==> src/rtl/board_vga_renderer.sv <==
// Life-board VGA renderer: latches the 256-cell board once per frame and draws a
// 16x16 grid with grid lines and a blinking edit cursor, through a 2-stage pipeline.
module board_vga_renderer #(
    parameter int H_START    = 144,
    parameter int V_START    = 35,
    parameter int GRID_X     = 192,
    parameter int GRID_Y     = 112,
    parameter int BLINK_LOG2 = 5
) (
    input  logic         clk,
    input  logic         reset,
    input  logic         bright,
    input  logic [9:0]   hCount,
    input  logic [9:0]   vCount,
    input  logic         hSync_i,
    input  logic         vSync_i,
    input  logic [255:0] board,
    input  logic [3:0]   cursor_row,
    input  logic [3:0]   cursor_col,
    input  logic         cursor_en,
    output logic [11:0]  rgb,
    output logic         hSync_o,
    output logic         vSync_o,
    output logic         snap_pulse
);

    localparam int CNT_W = BLINK_LOG2 + 1;
    localparam logic signed [10:0] X_OFF = 11'(H_START + GRID_X);
    localparam logic signed [10:0] Y_OFF = 11'(V_START + GRID_Y);

    logic [255:0]     snapshot;
    logic [CNT_W-1:0] frame_cnt;
    logic             origin_q;
    logic             at_origin;
    logic             fs;
    logic             blink_on;

    logic signed [10:0] px;
    logic signed [10:0] py;
    logic               in_grid;

    logic       s1_bright;
    logic       s1_in_grid;
    logic [3:0] s1_row;
    logic [3:0] s1_col;
    logic [3:0] s1_sx;
    logic [3:0] s1_sy;
    logic       s1_alive;
    logic       h_d1;
    logic       v_d1;
    logic [11:0] rgb_next;

    // The controller may hold 0,0 for several clocks; only the first one starts a frame.
    assign at_origin = (hCount == 10'd0) && (vCount == 10'd0);
    assign fs        = at_origin && !origin_q;
    assign blink_on  = ~frame_cnt[BLINK_LOG2];

    // Zero-extend before subtracting so positions left of/above the grid go negative
    // instead of wrapping back into it.
    assign px      = $signed({1'b0, hCount}) - X_OFF;
    assign py      = $signed({1'b0, vCount}) - Y_OFF;
    assign in_grid = (px[10:8] == 3'b000) && (py[10:8] == 3'b000);

    // NOTE: sequential state uses non-blocking assignments so every register
    // samples pre-edge values regardless of statement order.
    always_ff @(posedge clk) begin
        if (reset) begin
            // NOTE: the snapshot is reset as well; the grid must show an empty board
            // before the first frame start rather than power-up garbage.
            snapshot   <= '0;
            frame_cnt  <= '0;
            origin_q   <= 1'b0;
            snap_pulse <= 1'b0;
        end else begin
            origin_q   <= at_origin;
            snap_pulse <= fs;
            if (fs) begin
                snapshot  <= board;
                frame_cnt <= frame_cnt + 1'b1;
            end
        end
    end

    always_ff @(posedge clk) begin
        if (reset) begin
            s1_bright  <= 1'b0;
            s1_in_grid <= 1'b0;
            s1_row     <= '0;
            s1_col     <= '0;
            s1_sx      <= '0;
            s1_sy      <= '0;
            s1_alive   <= 1'b0;
            h_d1       <= 1'b1;
            v_d1       <= 1'b1;
            rgb        <= 12'h000;
            hSync_o    <= 1'b1;
            vSync_o    <= 1'b1;
        end else begin
            s1_bright  <= bright;
            s1_in_grid <= in_grid;
            s1_row     <= py[7:4];
            s1_col     <= px[7:4];
            s1_sx      <= px[3:0];
            s1_sy      <= py[3:0];
            s1_alive   <= snapshot[{py[7:4], px[7:4]}];
            h_d1       <= hSync_i;
            v_d1       <= vSync_i;
            rgb        <= rgb_next;
            hSync_o    <= h_d1;
            vSync_o    <= v_d1;
        end
    end

    // Cursor inputs are used here undelayed so a cursor move shows up immediately.
    always_comb begin
        rgb_next = 12'h000;
        if (!s1_bright)
            rgb_next = 12'h000;
        else if (!s1_in_grid)
            rgb_next = 12'h111;
        else if (cursor_en && blink_on && s1_row == cursor_row && s1_col == cursor_col &&
                 (s1_sx == 4'h0 || s1_sx == 4'hF || s1_sy == 4'h0 || s1_sy == 4'hF))
            rgb_next = 12'hF00;
        else if (s1_sx == 4'h0 || s1_sy == 4'h0)
            rgb_next = 12'h444;
        else if (s1_alive)
            rgb_next = 12'h0F0;
        else
            rgb_next = 12'h000;
    end

endmodule

==> config.mk <==
export PLATFORM = sky130hd
export DESIGN_NAME = board_vga_renderer
export DESIGN_NICKNAME = d
export VERILOG_FILES = /design/src/rtl/board_vga_renderer.sv
export SDC_FILE = /design/constraint.sdc
export NUM_CORES = 1
export LEC_CHECK = 0
export CAP_MARGIN = 20
export CORE_ASPECT_RATIO = 1.75
export CORE_MARGIN = 4
export CORE_UTILIZATION = 45
export DETAILED_ROUTE_END_ITERATION = 16
export PLACE_DENSITY_LB_ADDON = 0.12
export SLEW_MARGIN = 30
export SYNTH_ARGS = -nofsm -noshare
export SYNTH_HDL_FRONTEND = slang
export SYNTH_SLANG_ARGS = --single-unit
==> constraint.sdc <==
create_clock -name clk -period 4.8 [get_ports clk]
set_input_delay 0.72 -clock clk [delete_from_list [all_inputs] [get_ports clk]]
set_output_delay 0.72 -clock clk [all_outputs]
set_load 0.01 [all_outputs]
==> flow_summary.html, run 1 <==
<table>
<tr><th>Metric</th><th>Value</th></tr>
<tr><th colspan="2">Layout</th></tr>
<tr><td>Most common cell after layout, fill and taps aside</td><td>sky130_fd_sc_hd__nand2_1</td></tr>
<tr><td>Commonest cells after routing, fill and taps aside</td><td>sky130_fd_sc_hd__nand2_1 (534), sky130_fd_sc_hd__clkdlybuf4s50_1 (300), sky130_fd_sc_hd__dfxtp_1 (295), sky130_fd_sc_hd__a21oi_1 (268), sky130_fd_sc_hd__mux4_2 (64)</td></tr>
<tr><td>Area grow syn2layout</td><td>32.5%</td></tr>
<tr><td>Nets@finish</td><td>roughly 2,000</td></tr>
<tr><td>Design area</td><td>0.0165 sq mm</td></tr>
<tr><td>Core utilization of the finished layout</td><td>approximately 61%</td></tr>
<tr><td>Antenna diode count</td><td>0</td></tr>
<tr><td>Fraction of layout cells with a size suffix above 1</td><td>around 8.1%</td></tr>
<tr><th colspan="2">Timing</th></tr>
<tr><td>Final worst-path setup slack</td><td>approximately 1.2 ns</td></tr>
<tr><td>Post-route clock period utilization</td><td>approximately three quarters</td></tr>
<tr><td>Aggregate negative setup slack</td><td>0 ns</td></tr>
<tr><td>Setup Viol. Count Final</td><td>0</td></tr>
<tr><td>Setup repair after global routing missed its margin</td><td>false</td></tr>
<tr><td>Count of final hold-check violations</td><td>0</td></tr>
<tr><td>Max-slew violation count</td><td>0</td></tr>
<tr><td>Relative slew slack</td><td>38.1%</td></tr>
<tr><td>Skew final</td><td>between 0.007 and 0.008 ns</td></tr>
<tr><td>Highest attainable clock frequency</td><td>between 200 and 300 MHz</td></tr>
<tr><td>Worst slew pin tran</td><td>slightly above 0.9 ns</td></tr>
<tr><td>Final critical delay including setup and external delays</td><td>~3.6 ns</td></tr>
<tr><th colspan="2">Critical path</th></tr>
<tr><td>Arrival @ worst endpoint</td><td>between 3 and 4 ns</td></tr>
<tr><td>Required arrival time at the worst endpoint</td><td>~5.2 ns</td></tr>
<tr><td>Crit path capture type</td><td>flip-flop</td></tr>
<tr><td>Family of cells with the greatest summed delay on the critical path</td><td>compound AO/OA/AOI/OAI gates</td></tr>
<tr><td>Critical-path top delay cell</td><td>sky130_fd_sc_hd__xnor2_2</td></tr>
<tr><td>Category of the critical setup timing path</td><td>in2reg</td></tr>
<tr><td>Critical path launch point type</td><td>input port</td></tr>
<tr><td>Critical path, cell by cell</td><td>clkdlybuf4s50_1, o21ai_2, xnor2_2, nor2_1, a2111oi_0, nor4_2, o21ai_1, a221oi_1</td></tr>
<tr><td>Buf+Inv Stages, Crit Path</td><td>1</td></tr>
<tr><td>Largest stage delay on the critical path</td><td>approximately 0.76 ns</td></tr>
<tr><td>Crit path max fanout</td><td>13</td></tr>
<tr><th colspan="2">Placed design</th></tr>
<tr><td>Placed Area</td><td>0.0156 sq mm</td></tr>
<tr><td>Placed wire-length estimate after detailed placement</td><td>roughly 27 mm</td></tr>
<tr><td>Post-placement setup slack</td><td>a little over 0.8 ns</td></tr>
<tr><td>Buffers on Ports</td><td>302</td></tr>
<tr><td>Placer's final routability congestion estimate</td><td>0.878</td></tr>
<tr><th colspan="2">Clock tree</th></tr>
<tr><td>Cell at the root of the clock tree</td><td>sky130_fd_sc_hd__clkbuf_16</td></tr>
<tr><td>Post-CTS Repair Setup Buffers</td><td>0</td></tr>
<tr><td>Cts repair resizes</td><td>0</td></tr>
<tr><td>Hold-fix buffers, CTS</td><td>0</td></tr>
<tr><td>TritonCTS Buffers</td><td>27</td></tr>
<tr><td>H-tree levels</td><td>1</td></tr>
<tr><td>Insertion delay of the later-clocked pin in the worst-skew pair</td><td>0.54 ns</td></tr>
<tr><td>TritonCTS clock tree</td><td>built</td></tr>
<tr><td>Maximum number of buffers from clock root to sink</td><td>3</td></tr>
<tr><td>Clock slew seen by the registers of the worst setup and hold paths</td><td>~0.06 ns</td></tr>
<tr><td>Sink count of the clock tree</td><td>295</td></tr>
<tr><th colspan="2">Power</th></tr>
<tr><td>Worst voltage drop across the vdd grid</td><td>around 0.24 mV</td></tr>
<tr><td>Areal power density over the cells</td><td>roughly 310 mW/mm^2</td></tr>
<tr><td>Overall power of the completed layout</td><td>a little over 5 mW</td></tr>
<tr><td>Total leakage power</td><td>5.50 nW</td></tr>
<tr><td>Portion of total power attributed to the clock network</td><td>around two fifths</td></tr>
<tr><td>Fraction of power spent switching nets</td><td>22.2%</td></tr>
<tr><td>Cell Int Power</td><td>3.97 mW</td></tr>
<tr><td>Fraction of power consumed by sequential logic</td><td>between 40% and 50%</td></tr>
<tr><td>Switching power summed over all nets</td><td>between 1 and 1.5 mW</td></tr>
<tr><td>Combinational cell fraction of total power</td><td>9.8%</td></tr>
<tr><th colspan="2">Synth</th></tr>
<tr><td>Unique masters post-synth</td><td>between 40 and 50</td></tr>
<tr><td>Synthesized area per cell</td><td>8.65 sq um</td></tr>
<tr><td>Synthesized netlist cell count</td><td>between 1,000 and 1,500</td></tr>
<tr><td>Share of flip-flops with an asynchronous set or reset</td><td>0%</td></tr>
<tr><td>Top cells by area in the synthesized netlist</td><td>sky130_fd_sc_hd__dfxtp_1 (47%), sky130_fd_sc_hd__nand2_1 (16%), sky130_fd_sc_hd__mux4_2 (12%), sky130_fd_sc_hd__a21oi_1 (11%), sky130_fd_sc_hd__clkbuf_1 (2.2%)</td></tr>
<tr><td>Sequential area share after synthesis</td><td>a little under half</td></tr>
<tr><td>Post-synthesis instance area</td><td>~0.012 sq mm</td></tr>
<tr><td>Count of flip-flops with a built-in enable after synthesis</td><td>0</td></tr>
<tr><td>Top cell type's share of synthesized area</td><td>a little under half</td></tr>
<tr><td>Post-synthesis register bit count</td><td>between 200 and 300</td></tr>
<tr><td>Synth warnings</td><td>0</td></tr>
<tr><td>Commonest register cell after synthesis</td><td>sky130_fd_sc_hd__dfxtp_1</td></tr>
<tr><td>Cell taking the most area after synthesis</td><td>sky130_fd_sc_hd__dfxtp_1</td></tr>
<tr><th colspan="2">Drt</th></tr>
<tr><td>Detailed-routing iteration count for the pre-antenna-repair pass</td><td>8</td></tr>
<tr><td>Routed Antenna Nets</td><td>0</td></tr>
<tr><td>Vias</td><td>around 11,000</td></tr>
<tr><td>Violation count after the first detailed-route iteration</td><td>between 600 and 700</td></tr>
<tr><td>DRC violations left</td><td>0</td></tr>
<tr><td>Detailed-route wire length per cell</td><td>between 15 and 20 microns</td></tr>
<tr><td>Total Routed Length</td><td>roughly 37 mm</td></tr>
<tr><td>Vias per inst</td><td>between 5 and 6</td></tr>
<tr><th colspan="2">Global routing</th></tr>
<tr><td>Number of antenna violations at the first check in global routing</td><td>0</td></tr>
<tr><td>First-pass GRT wire length</td><td>57.8 mm</td></tr>
<tr><td>Number of global-route vias before repair</td><td>10,909</td></tr>
<tr><td>Total routing usage reported by global routing</td><td>between 20% and 30%</td></tr>
<tr><td>Maximum number of pins on one net before global-route repair</td><td>179</td></tr>
<tr><td>Overflow left after global routing</td><td>0</td></tr>
<tr><th colspan="2">Floorplanning</th></tr>
<tr><td>Number of ports placed on the die boundary</td><td>about 310</td></tr>
<tr><td>Die area</td><td>a little over 0.03 sq mm</td></tr>
<tr><td>Die H</td><td>228 microns</td></tr>
<tr><td># rows</td><td>80</td></tr>
<tr><td>Core ar.</td><td>approximately 0.027 sq mm</td></tr>
<tr><td>Horizontal die dimension</td><td>between 100 and 150 microns</td></tr>
<tr><td>Initial Utilization</td><td>approximately 46%</td></tr>
<tr><th colspan="2">Job</th></tr>
<tr><td>Max-capacitance violation count</td><td>0</td></tr>
<tr><th colspan="2">Min path</th></tr>
<tr><td>Kind of path behind the tightest hold check</td><td>reg2reg</td></tr>
<tr><th colspan="2">Outcome</th></tr>
<tr><td>Run status</td><td>completed</td></tr>
</table>
## cell families (layout without fill, tap and decap cells)
kind of cell | count (synthesis) | in the layout | share of synthesized area (%)
buffers and inverters | 120 | 368 | 4.50
adders and majority gates | 4 | 4 | 0.401
muxes | 77 | 77 | 13.5
xor gates and xnor gates | 23 | 23 | 1.76
other | 1 | 2 | 0.0300
DFF | 295 | 295 | 47.3
AOI/OAI and AO/OA | 291 | 291 | 12.0
and+or+nand+nor | 633 | 633 | 20.5
## synthesized netlist by cell type (all sizes together) (11+ instances only)
cell,instances
a21oi,268
nand2,534
nand4,11
xnor2,11
nor4,12
nor2b,14
xor2,12
clkbuf,74
nor2,25
buf,41
mux4,71
dfxtp,295
## layer usage
metal  up-vias  global-route usage [%]  wire [microns]
li1       5329                       -               -
met5         -                       0               0
met1      5003                    27.5           14300
met3        75                    3.46            2000
met4         0                    8.85            1340
met2       321                    43.5           19600
## state kept, by name, summed over array words and instances (netlist names)
signal / cells
vSync_o: 1
frame_cnt: 6
s1_alive: 1
hSync_o: 1
snapshot: 256
s1_col: 4
s1_sy: 4
h_d1: 1
v_d1: 1
s1_sx: 4
snap_pulse: 1
rgb: 8
origin_q: 1
s1_in_grid: 1
s1_row: 4
s1_bright: 1
## layout make-up
| class | instances | area [sq um] |
|---|---|---|
| repair buffers | 316 | 3200 |
| well taps | 369 | 462 |
| flip-flops and latches | 295 | 5910 |
| inverters | 5 | 18.8 |
| fillers | 2409 | 10800 |
| multi-input cells | 1030 | 6090 |
| clock inverters | 11 | 110 |
| clock buffers | 36 | 759 |
## stage by stage
step	hold WS, ns	instances
floorplan	0.389	1445
global placement	0.395	2014
detailed placement	0.399	2014
CTS	0.416	2061
global route	0.421	2062
finish	0.412	2062
## worst reg2reg max path, delay by kind of cell (launching register included)
| family | cells | cell delay, ns |
|---|---|---|
| AND/OR/NAND/NOR | 1 | 0.06 |
| flip-flops | 1 | 0.32 |
| multiplexers | 2 | 0.64 |
| AO/OA/AOI/OAI | 4 | 1.08 |
## final timing paths
check | from | to | slack [ns] | cells past startpoint
setup / recovery | hCount[6] | s1_alive | 1.25 | 8
hold / removal | v_d1 | vSync_o | 0.41 | 1
setup reg to reg | snapshot[204] | s1_alive | 2.54 | 7
hold reg to reg | v_d1 | vSync_o | 0.41 | 1
## power by group through the flow
stage                     Clock (mW)  Sequential (mW)  Combinational [mW]
after floorplan                    0             2.52               0.190
after detailed placement           0             2.52               0.495
after global placement             0             2.52               0.492
after global routing            2.27             2.47               0.530
final                           2.13             2.47               0.499
after CTS                       2.18             2.47               0.498
No activity file was read; power rests on OpenSTA's default activity.
==> run 2, diff against run 1 <==
Clock period 4.8 ns to 2.9 ns, I/O delays scaled along.
==> run 2 against run 1 <==
Die area did not move. Clock skew up 0.0074 ns. First-iteration DRC count is 18% lower. Critical path depth rose by 3. Sequential power grew 65%. Design area increased by 3.6%.
==> flow_summary.html, run 2 (synthesized netlist as in run 1, its figures left out) <==
<table>
<tr><th>Metric</th><th>Value</th></tr>
<tr><th colspan="2">Timing</th></tr>
<tr><td>Highest attainable clock frequency</td><td>roughly 360 MHz</td></tr>
<tr><td>Aggregate negative setup slack</td><td>0 ns</td></tr>
<tr><td>Hold Worst Slack</td><td>0.409 ns</td></tr>
<tr><td>Setup repair after global routing missed its margin</td><td>false</td></tr>
<tr><td>Skew final</td><td>0.0148 ns</td></tr>
<tr><td>Post-route clock period utilization</td><td>approximately 96%</td></tr>
<tr><td>Relative slew slack</td><td>between 30 and 40%</td></tr>
<tr><td>Final worst-path setup slack</td><td>approximately 0.12 ns</td></tr>
<tr><td>Final critical delay including setup and external delays</td><td>2.78 ns</td></tr>
<tr><td>Max-slew violation count</td><td>0</td></tr>
<tr><td>Worst slew pin tran</td><td>slightly below 1 ns</td></tr>
<tr><td>Setup Viol. Count Final</td><td>0</td></tr>
<tr><td>Count of final hold-check violations</td><td>0</td></tr>
<tr><th colspan="2">Layout</th></tr>
<tr><td>Registers with the highest flip-flop counts</td><td>snapshot: 256 flops, rgb: 8 flops, frame_cnt: 6 flops</td></tr>
<tr><td>Commonest cells after routing, fill and taps aside</td><td>sky130_fd_sc_hd__nand2_1 (534), sky130_fd_sc_hd__clkdlybuf4s50_1 (300), sky130_fd_sc_hd__dfxtp_1 (295), sky130_fd_sc_hd__a21oi_1 (268), sky130_fd_sc_hd__mux4_2 (64)</td></tr>
<tr><td>Count of fill cells added during filler insertion</td><td>2,381</td></tr>
<tr><td>Most common cell after layout, fill and taps aside</td><td>sky130_fd_sc_hd__nand2_1</td></tr>
<tr><td>Area grow syn2layout</td><td>37.3%</td></tr>
<tr><td>Nets@finish</td><td>~2,000</td></tr>
<tr><td>Design area</td><td>0.0171 sq mm</td></tr>
<tr><td>Max FFs per register</td><td>256</td></tr>
<tr><td>Biggest register</td><td>snapshot</td></tr>
<tr><td>Fraction of layout cells with a size suffix above 1</td><td>10.7%</td></tr>
<tr><th colspan="2">Clock tree</th></tr>
<tr><td>Insertion delay of the later-clocked pin in the worst-skew pair</td><td>between 0.5 and 0.6 ns</td></tr>
<tr><td>Sink count of the clock tree</td><td>295</td></tr>
<tr><td>H-tree levels</td><td>1</td></tr>
<tr><td>Hold-fix buffers, CTS</td><td>0</td></tr>
<tr><td>Cell at the root of the clock tree</td><td>sky130_fd_sc_hd__clkbuf_16</td></tr>
<tr><td>TritonCTS Buffers</td><td>26</td></tr>
<tr><td>Maximum number of buffers from clock root to sink</td><td>3</td></tr>
<tr><td>TritonCTS clock tree</td><td>built</td></tr>
<tr><td>Clock slew seen by the registers of the worst setup and hold paths</td><td>0.07 ns</td></tr>
<tr><th colspan="2">Placed design</th></tr>
<tr><td>Buffers on Ports</td><td>a little over 300</td></tr>
<tr><td>Placer's final routability congestion estimate</td><td>0.829</td></tr>
<tr><td>Placed Area</td><td>between 0.015 and 0.02 sq mm</td></tr>
<tr><td>Post-placement setup slack</td><td>-0.483 ns</td></tr>
<tr><td>Placed wire-length estimate after detailed placement</td><td>approximately 28 mm</td></tr>
<tr><th colspan="2">Power</th></tr>
<tr><td>Areal power density over the cells</td><td>roughly 530 mW/mm^2</td></tr>
<tr><td>Switching power summed over all nets</td><td>1.95 mW</td></tr>
<tr><td>Fraction of power consumed by sequential logic</td><td>approximately 45%</td></tr>
<tr><td>Total leakage power</td><td>roughly 5.8 nW</td></tr>
<tr><td>Combinational cell fraction of total power</td><td>between 10% and 20%</td></tr>
<tr><td>Cell Int Power</td><td>about 7.1 mW</td></tr>
<tr><td>Fraction of power spent switching nets</td><td>approximately 22%</td></tr>
<tr><td>Overall power of the completed layout</td><td>around 9 mW</td></tr>
<tr><td>Portion of total power attributed to the clock network</td><td>between 40% and 50%</td></tr>
<tr><td>Worst voltage drop across the vdd grid</td><td>~0.42 mV</td></tr>
<tr><th colspan="2">Job</th></tr>
<tr><td>Max-capacitance violation count</td><td>0</td></tr>
<tr><th colspan="2">Critical path</th></tr>
<tr><td>Most frequent cell on the critical path</td><td>sky130_fd_sc_hd__buf_4</td></tr>
<tr><td>Largest stage delay on the critical path</td><td>around 0.52 ns</td></tr>
<tr><td>FF-to-FF path depth</td><td>7</td></tr>
<tr><td>Buf+Inv Stages, Crit Path</td><td>4</td></tr>
<tr><td>Setup slack on the worst flop-to-flop path</td><td>just under 0.6 ns</td></tr>
<tr><td>Startpoint of the most critical register-to-register path</td><td>snapshot[208]</td></tr>
<tr><td>Family of cells with the greatest summed delay on the critical path</td><td>buffers and inverters</td></tr>
<tr><td>Category of the critical setup timing path</td><td>in2reg</td></tr>
<tr><td>Arrival @ worst endpoint</td><td>3.16 ns</td></tr>
<tr><td>Crit path max fanout</td><td>11</td></tr>
<tr><td>Crit path capture type</td><td>flip-flop</td></tr>
<tr><td>Required arrival time at the worst endpoint</td><td>about 3.3 ns</td></tr>
<tr><td>Critical-path top delay cell</td><td>sky130_fd_sc_hd__mux4_1</td></tr>
<tr><td>Critical path, cell by cell</td><td>clkdlybuf4s50_1, inv_1, ha_4, buf_4, mux4_2, mux4_1, nor3_1, nor4_2, o21ai_1, buf_4, a221oi_1</td></tr>
<tr><td>Worst R2R End</td><td>s1_alive</td></tr>
<tr><td>Critical path launch point type</td><td>input port</td></tr>
<tr><th colspan="2">Drt</th></tr>
<tr><td>DRC violations left</td><td>0</td></tr>
<tr><td>Vias</td><td>between 10,000 and 15,000</td></tr>
<tr><td>Routed Antenna Nets</td><td>0</td></tr>
<tr><td>Detailed-routing iteration count for the pre-antenna-repair pass</td><td>5</td></tr>
<tr><td>Detailed-route wire length per cell</td><td>about 18 microns</td></tr>
<tr><td>Violation count after the first detailed-route iteration</td><td>around 560</td></tr>
<tr><td>Vias per inst</td><td>roughly 5.2</td></tr>
<tr><td>Total Routed Length</td><td>about 37 mm</td></tr>
<tr><th colspan="2">Floorplanning</th></tr>
<tr><td>Die area</td><td>approximately 0.031 sq mm</td></tr>
<tr><td>Number of ports placed on the die boundary</td><td>305</td></tr>
<tr><td>Die H</td><td>approximately 230 microns</td></tr>
<tr><td># rows</td><td>80</td></tr>
<tr><td>Core ar.</td><td>about 0.027 sq mm</td></tr>
<tr><td>Initial Utilization</td><td>between 40 and 50%</td></tr>
<tr><td>Horizontal die dimension</td><td>roughly 130 microns</td></tr>
<tr><th colspan="2">Global routing</th></tr>
<tr><td>Total routing usage reported by global routing</td><td>around a quarter</td></tr>
<tr><td>First-pass GRT wire length</td><td>approximately 58 mm</td></tr>
<tr><td>Number of global-route vias before repair</td><td>around 11,000</td></tr>
<tr><td>Maximum number of pins on one net before global-route repair</td><td>148</td></tr>
<tr><td>Overflow left after global routing</td><td>0</td></tr>
<tr><td>Number of antenna violations at the first check in global routing</td><td>3</td></tr>
<tr><th colspan="2">Outcome</th></tr>
<tr><td>Run status</td><td>completed</td></tr>
<tr><th colspan="2">Min path</th></tr>
<tr><td>Kind of path behind the tightest hold check</td><td>reg2reg</td></tr>
<tr><td>Worst Hold End</td><td>hSync_o</td></tr>
<tr><td>Cell count of the worst hold path</td><td>1</td></tr>
<tr><td>Startpoint of the worst hold path</td><td>h_d1</td></tr>
</table>
==> run 2: cell count changes in the layout (fill, tap and decap cells not counted), sizes merged <==
cell,previous run,this run
diode,0,3
bufinv,2,7
buf,16,62
clkinv,7,5
inv,5,6
clkbuf,36,33
==> run 2: cell type report <==
| type | instances | area, sq um | area share [%] |
|---|---|---|---|
| clock inverters | 15 | 263 | 1.53 |
| repair buffers | 363 | 3670 | 21.4 |
| clock buffers | 32 | 734 | 4.29 |
| inverters | 5 | 18.8 | 0.110 |
| well taps | 369 | 462 | 2.69 |
| multi-input cells | 1030 | 6080 | 35.5 |
| diodes | 3 | 7.51 | 0.0438 |
| flip-flops and latches | 295 | 5910 | 34.5 |
==> run 2: worst reg2reg max path: stages, from the launching register on <==
cell,delay (ns)
sky130_fd_sc_hd__dfxtp_1,0.33
sky130_fd_sc_hd__mux4_2,0.47
sky130_fd_sc_hd__mux4_1,0.54
sky130_fd_sc_hd__nor3_1,0.23
sky130_fd_sc_hd__nor4_2,0.08
sky130_fd_sc_hd__o21ai_1,0.28
sky130_fd_sc_hd__buf_4,0.17
sky130_fd_sc_hd__a221oi_1,0.07
==> run 2: power groups by stage <==
stage,combinational [mW],clock (mW),sequential (mW)
4_1_cts,0.907,4.06,4.08
3_5_place_dp,0.901,0,4.18
2_1_floorplan,0.320,0,4.17
5_1_grt,0.966,4.23,4.08
6_report,0.909,4.01,4.08
3_3_place_gp,0.891,0,4.18
==> run 2: how the worst max path moves through the flow <==
stage / endpoint / from / cells after the start / slack (ns)
2_1_floorplan: s1_alive / hCount[4] / 12 / 0.04
3_3_place_gp: s1_alive / hCount[6] / 10 / -0.49
3_5_place_dp: s1_alive / hCount[5] / 12 / -0.48
4_1_cts: s1_alive / hCount[5] / 12 / 0.08
5_1_grt: s1_alive / hCount[5] / 11 / 0.004
6_report: s1_alive / hCount[5] / 11 / 0.12
==> run 2: through the flow <==
step	util (%)	cells
2_1_floorplan	-	1445
3_5_place_dp	58.9	2059
3_3_place_gp	58.9	2059
4_1_cts	62.6	2106
5_1_grt	62.7	2112
6_report	62.7	2112
==> run 2: timing repair <==
action | 4_1_cts | 5_1_grt
endpoints found under the setup margin | 0 | 1
gates resized for setup | 0 | 2
setup buffers | 0 | 3
==> run 2: layer usage <==
layer	up-vias	wire length [microns]	global-route usage, %
li1	5457	-	-
met1	5090	14000	27.3
met2	380	19200	42.6
met3	89	2080	3.44
met4	0	1840	11.6
met5	-	0	0
